==> src/rtl/sdb_operand_if.sv <==
// Operand handshake bundle between an upstream producer, the operand stage and the adder core.
interface sdb_operand_if #(
  parameter int unsigned WIDTH = 8
);
  logic             in_valid;
  logic             in_ready;
  logic [WIDTH-1:0] in_a;
  logic [WIDTH-1:0] in_b;
  logic             in_c;
  logic             in_sub;

  logic             out_valid;
  logic             out_ready;
  logic [WIDTH-1:0] out_a;
  logic [WIDTH-1:0] out_b;
  logic [WIDTH-1:0] out_p;
  logic             out_c;
  logic             out_sub;

  // Environment side: offers operand pairs and consumes prepared operands
  modport master (
    output in_valid, in_a, in_b, in_c, in_sub, out_ready,
    input  in_ready, out_valid, out_a, out_b, out_p, out_c, out_sub
  );

  // Stage side
  modport slave (
    input  in_valid, in_a, in_b, in_c, in_sub, out_ready,
    output in_ready, out_valid, out_a, out_b, out_p, out_c, out_sub
  );
endinterface

==> src/rtl/sdb_operand_stage.sv <==
// Operand preparation for the sdb_inner adder: optional b inversion for subtract, propagate
// vector precompute, and a 2-entry skid buffer so the adder sees stable inputs under stall.
module sdb_operand_stage #(
  parameter int unsigned WIDTH = 8
) (
  input  logic         clk,
  input  logic         rst,
  sdb_operand_if.slave bus
);

  if ((WIDTH % 2) != 0 || WIDTH <= 2) begin : g_width_check
    $error("sdb_operand_stage: WIDTH must be even and greater than 2");
  end

  typedef struct packed {
    logic [WIDTH-1:0] a;
    logic [WIDTH-1:0] b;
    logic [WIDTH-1:0] p;
    logic             c;
    logic             sub;
  } entry_t;

  // Bit 0 is the MAIN valid flag, bit 1 the SKID valid flag
  typedef enum logic [1:0] {
    ST_EMPTY = 2'b00,
    ST_ONE   = 2'b01,
    ST_FULL  = 2'b11
  } state_t;

  state_t state;
  state_t state_nxt;
  entry_t main_q;
  entry_t skid_q;
  entry_t prep_c;
  logic   in_fire;
  logic   out_fire;
  logic   load_main_in;
  logic   load_main_skid;
  logic   load_skid;

  // Prepare the incoming pair before capture
  always_comb begin
    prep_c     = '0;
    prep_c.a   = bus.in_a;
    prep_c.b   = bus.in_sub ? ~bus.in_b : bus.in_b;
    prep_c.p   = bus.in_a ^ prep_c.b;
    prep_c.c   = bus.in_sub | bus.in_c;
    prep_c.sub = bus.in_sub;
  end

  assign in_fire  = bus.in_valid & ~state[1];
  assign out_fire = state[0] & bus.out_ready;

  always_ff @(posedge clk) begin
    if (rst) state <= ST_EMPTY;
    else     state <= state_nxt;
  end

  always_comb begin
    state_nxt      = state;
    load_main_in   = 1'b0;
    load_main_skid = 1'b0;
    load_skid      = 1'b0;
    unique case (state)
      ST_EMPTY: begin
        if (in_fire) begin
          load_main_in = 1'b1;
          state_nxt    = ST_ONE;
        end
      end
      ST_ONE: begin
        if (out_fire && in_fire) begin
          load_main_in = 1'b1;
        end else if (out_fire) begin
          state_nxt = ST_EMPTY;
        end else if (in_fire) begin
          load_skid = 1'b1;
          state_nxt = ST_FULL;
        end
      end
      ST_FULL: begin
        if (out_fire) begin
          load_main_skid = 1'b1;
          state_nxt      = ST_ONE;
        end
      end
      default: state_nxt = ST_EMPTY;
    endcase
  end

  // Entry storage; MAIN only changes on a load so it stays bit-stable while stalled
  always_ff @(posedge clk) begin
    if (rst) begin
      main_q <= '0;
      skid_q <= '0;
    end else begin
      if (load_main_in)        main_q <= prep_c;
      else if (load_main_skid) main_q <= skid_q;
      if (load_skid)           skid_q <= prep_c;
    end
  end

  assign bus.in_ready  = ~state[1];
  assign bus.out_valid = state[0];
  assign bus.out_a     = main_q.a;
  assign bus.out_b     = main_q.b;
  assign bus.out_p     = main_q.p;
  assign bus.out_c     = main_q.c;
  assign bus.out_sub   = main_q.sub;

endmodule

==> src/flat_wrapper.sv <==
// flat-port wrapper written by rule: the top's interface ports become plain ports
module sdb_operand_stage_flat 
#(
  parameter int unsigned WIDTH = 8
)
  (clk, rst, bus_in_valid, bus_in_a, bus_in_b, bus_in_c, bus_in_sub, bus_out_ready, bus_in_ready, bus_out_valid, bus_out_a, bus_out_b, bus_out_p, bus_out_c, bus_out_sub);
  sdb_operand_if #(.WIDTH(WIDTH)) bus_i ();
  input  logic clk;
  input  logic rst;
  input wire logic [$bits(bus_i.in_valid)-1:0] bus_in_valid;
  input wire logic [$bits(bus_i.in_a)-1:0] bus_in_a;
  input wire logic [$bits(bus_i.in_b)-1:0] bus_in_b;
  input wire logic [$bits(bus_i.in_c)-1:0] bus_in_c;
  input wire logic [$bits(bus_i.in_sub)-1:0] bus_in_sub;
  input wire logic [$bits(bus_i.out_ready)-1:0] bus_out_ready;
  output wire logic [$bits(bus_i.in_ready)-1:0] bus_in_ready;
  output wire logic [$bits(bus_i.out_valid)-1:0] bus_out_valid;
  output wire logic [$bits(bus_i.out_a)-1:0] bus_out_a;
  output wire logic [$bits(bus_i.out_b)-1:0] bus_out_b;
  output wire logic [$bits(bus_i.out_p)-1:0] bus_out_p;
  output wire logic [$bits(bus_i.out_c)-1:0] bus_out_c;
  output wire logic [$bits(bus_i.out_sub)-1:0] bus_out_sub;
  assign bus_i.in_valid = bus_in_valid;
  assign bus_i.in_a = bus_in_a;
  assign bus_i.in_b = bus_in_b;
  assign bus_i.in_c = bus_in_c;
  assign bus_i.in_sub = bus_in_sub;
  assign bus_i.out_ready = bus_out_ready;
  assign bus_in_ready = bus_i.in_ready;
  assign bus_out_valid = bus_i.out_valid;
  assign bus_out_a = bus_i.out_a;
  assign bus_out_b = bus_i.out_b;
  assign bus_out_p = bus_i.out_p;
  assign bus_out_c = bus_i.out_c;
  assign bus_out_sub = bus_i.out_sub;
  sdb_operand_stage #(.WIDTH(WIDTH)) u_core (.clk(clk), .rst(rst), .bus(bus_i));
endmodule
==> config.mk <==
export PLATFORM = sky130hd
export DESIGN_NAME = sdb_operand_stage_flat
export DESIGN_NICKNAME = d
export VERILOG_FILES = /design/src/rtl/sdb_operand_if.sv /design/src/rtl/sdb_operand_stage.sv /design/src/flat_wrapper.sv
export SDC_FILE = /design/constraint.sdc
export NUM_CORES = 1
export LEC_CHECK = 0
export ABC_CLOCK_PERIOD_IN_PS = 2000
export CAP_MARGIN = 10
export CORE_MARGIN = 1
export CORE_UTILIZATION = 40
export CTS_BUF_LIST = sky130_fd_sc_hd__clkbuf_2 sky130_fd_sc_hd__clkbuf_4 sky130_fd_sc_hd__clkbuf_8
export DETAILED_ROUTE_END_ITERATION = 10
export PLACE_DENSITY_LB_ADDON = 0.1
export SLEW_MARGIN = 15
export SYNTH_ARGS = -nofsm -noshare
export SYNTH_HDL_FRONTEND = slang
export SYNTH_SLANG_ARGS = --single-unit
==> constraint.sdc <==
create_clock -name clk -period 2 [get_ports clk]
set_clock_uncertainty 0.05 [all_clocks]
set_input_delay 0.2 -clock clk [delete_from_list [all_inputs] [get_ports clk]]
set_output_delay 0.2 -clock clk [all_outputs]
set_load 0.005 [all_outputs]
==> results of run 1 <==
-- power by group through the flow --
stage                     clock network, W  registers [W]  logic [W]
after floorplan                          0        0.00146   0.000753
after global routing              0.000806        0.00149    0.00137
after CTS                         0.000766        0.00146    0.00124
after global placement                   0        0.00148    0.00122
final                             0.000745        0.00146    0.00122
after detailed placement                 0        0.00149    0.00123
-- metrics by stage --
| stage | utilization (%) | hold slack (ps) | setup slack (ps) |
|---|---|---|---|
| finish | 53.3 | 319 | 186 |
| global route | 53.3 | 337 | 39.3 |
| CTS | 53.3 | 324 | 156 |
| detailed placement | 51.4 | 398 | 176 |
| global placement | 51.4 | 393 | 232 |
| floorplan | - | 286 | 317 |
-- cell usage after synthesis --
master      n  area share [%]
nand3_2     1            0.40
nor2b_4     1            0.55
and3_4      1            0.45
a31oi_1     1            0.25
nand2_1    36             5.4
nor2_1     26             3.9
inv_1       4            0.60
nand2b_1    1            0.25
buf_1       1            0.15
buf_2       1            0.20
ha_1        4             2.0
and3_1      1            0.25
a211oi_2    5             2.5
o2bb2ai_1   1            0.35
o21ai_4     1            0.65
buf_4       5             1.5
xor2_1      1            0.35
nor2b_1     8             2.0
nand2_2     1            0.25
nand3_1     1            0.20
clkbuf_1    5            0.75
xnor2_1    16             5.6
a21oi_1    19             3.8
dfxtp_1    54              43
mux2i_1    27              11
a211o_1     1            0.35
buf_6       8             3.6
a211oi_1   29             8.7
nor3_1      4            0.80
-- timing repair --
action | in CTS | in global routing
resized for setup | 0 | 1
setup buffers | 0 | 0
setup endpoints to repair | 0 | 2
-- worst min path at each step --
stage / from / end
5_1_grt: rst / u_core.skid_q[20]
2_1_floorplan: bus_in_a[0] / u_core.skid_q[18]
3_5_place_dp: u_core.skid_q[0] / u_core.skid_q[0]
4_1_cts: rst / u_core.skid_q[7]
6_report: rst / u_core.skid_q[19]
3_3_place_gp: u_core.skid_q[20] / u_core.skid_q[20]
-- metal layers --
layer | track usage [%] | share of wire, % | vias to the layer above
met5 | 0 | 0 | -
met4 | 4.29 | 0.47 | 0
met3 | 4.27 | 4.6 | 2
met2 | 30.5 | 47 | 41
met1 | 22.6 | 47 | 876
li1 | - | - | 1000
-- final cells by class --
type | count | area share (%)
multi-input combinational | 186 | 39.4
sequential | 54 | 34.0
timing repair buffer | 60 | 19.6
tap | 75 | 2.95
clock buffer | 7 | 2.64
clock inverter | 1 | 0.945
inverter | 4 | 0.473
-- worst max-delay path: cells and delay by family (launching register included) --
| kind | cells | cell delay, ps |
|---|---|---|
| DFF | 1 | 440 |
| AOI/OAI and AO/OA | 2 | 380 |
| adders and majority gates | 1 | 260 |
| and+or+nand+nor | 2 | 270 |
| buffers and inverters | 2 | 320 |
-- state kept, by name (all words and copies together), names as in the netlist --
signal / cells
u_core.bus.out_p: 8
u_core.skid_q: 26
u_core.bus.out_c: 1
u_core.bus.out_sub: 1
u_core.bus.out_a: 8
u_core.state: 2
u_core.bus.out_b: 8
-- cell families (layout without fill, tap and decap cells) --
logic type,after synthesis,in the layout,synth area share [%]
AND/OR/NAND/NOR,81,81,14.5
XOR/XNOR,17,17,5.96
AO/OA/AOI/OAI,57,57,16.6
adder cells (fa/ha/maj),4,4,2.00
flip-flops,54,54,43.3
buffers and inverters,24,72,6.81
multiplexers,27,27,10.8
==> results.md, run 1 <==
- Run status: completed
- Worst Setup SP: u_core.state[1]
- CTS tree: yes
- Setup TNS: 0 ps
- Initial antenna violation count: 0
- Max H-tree Level: 2
- Crit Path Class: register to register
- Critical Path Source Type: register
- Number of global-route vias before repair: 1,893
- Crit path to: u_core.bus.out_b[6]
- CP Cell Sequence: inv_1, ha_1, and3_4, o21ai_4, buf_12, nor2b_1, a211oi_1
- Total grt overflow: 0
- Area of the multi-input gates: between 1000 and 1500 sq um
- Global-route wire length before repair: around 9.0 mm
- Type of the worst min-delay path: primary input to register
- Netlist Area Pre-Place: 2500 sq um
- Leakage Power: approximately 1.3 nW
- Cts bufs inserted: 5
- 1st-pass router iterations: 4
- Placed Area: 3060 sq um
- Fmax: about 550 MHz
- Layout cell share with drive strength beyond 1: 9.94%
- Post-route cell area: about 3200 sq um
- FP Rows: 28
- CP required: 2160 ps
- Layout area overhead: 27.2%
- Worst endpoint data arrival time: about 2000 ps
- Synthesized area per cell: between 9 and 10 sq um
- Switch Pwr: 0.00105 W
- Power consumption: 0.00343 W
- Commonest non-fill, non-tap cell in the layout: dfxtp_1
- Max stage delay on crit path: 440 ps
- Die Footprint: 6560 sq um
- Die Wd: about 81 microns
- Post-route minimum period: 1810 ps
- Most frequent cells in the layout: 54 x dfxtp_1, 48 x clkdlybuf4s50_1, 36 x nand2_1
- Initial DRC count: 105
- Post-synth net total: 290
- Root buf cell: clkbuf_8
- Sequential share of power: 42.5%
- Avg WL per Cell: 13.8 microns
- Max_slew headroom: 66.1%
- Worst r2r dst: u_core.bus.out_b[6]
- Post-route ant nets: 0
- Worst R2R Path Depth: 7
- Largest net degree at the start of global routing: 35
- Detailed Place HPWL: between 3 and 4 mm
- Crit-path slowest cell: dfxtp_1
- Ant diodes: 0
- #FFs+latches synth: 54
- DRC violations left: 0
- Ys Warns: 0
- Total of max-cap violations: 0
- Critical path endpoint category: register
- FF/Latch Area: 1080 sq um
- Via density: 4.96
- Combinational share of power: a little over a third
- Max Fanout on Critical Path: 34
- Post-synth cell types: 29
- Buffers on Ports: 49
- Clock power frac: 21.7%
- Flop-to-flop setup slack: approximately 190 ps
- Tcrit/Tclk final: ~91%
- CTS sink cnt: 54
- Switching share of total power: between 30 and 40%
- Max Slew Vio Count: 0
- Post-Syn Instances: 264
- Dpl cells: 379
- Vias: 1,919
- R2r startpoint: u_core.state[1]
- Top Ports: 50
- Final hold viol count: 0
- Fill count: 602
- Final #Nets: 337
- DRT Wirelength: 5.32 mm
- Worst-skew pair later-pin latency: 300 ps
- Seq/Total Area, Yosys: 43.3%
- Worst Tran Pin Value: about 500 ps
- RSZ-0062 raised after global routing: false
- Hold-fix buffers, CTS: 0
- Int Power: around 0.0024 W
- Worst hold stages: 2
- Final setup violation count: 0
- Initial Util: 41.9%
- Die height: 81.0 microns
- Clk slew on worst S/H paths: 90 ps
- Peak VDD IR: 0.593 mV
- Cell Count, Final, Fillers Out: around 390
- Global-route usage over all layers: 17.9%
- RD Place Congestion: 0.785
- Power Dens Cells: 1080 nW/um^2
- Maximum clock insertion buffer count: 2
- Core area: 5960 sq um
No activity file was read; power rests on OpenSTA's default activity.
==> run 2: changes to the inputs <==
Settings changed: SKIP_LAST_GASP set to 1.
==> results of run 2 <==
Same layout as run 1: the final DEF is identical, and so are final timing and power.
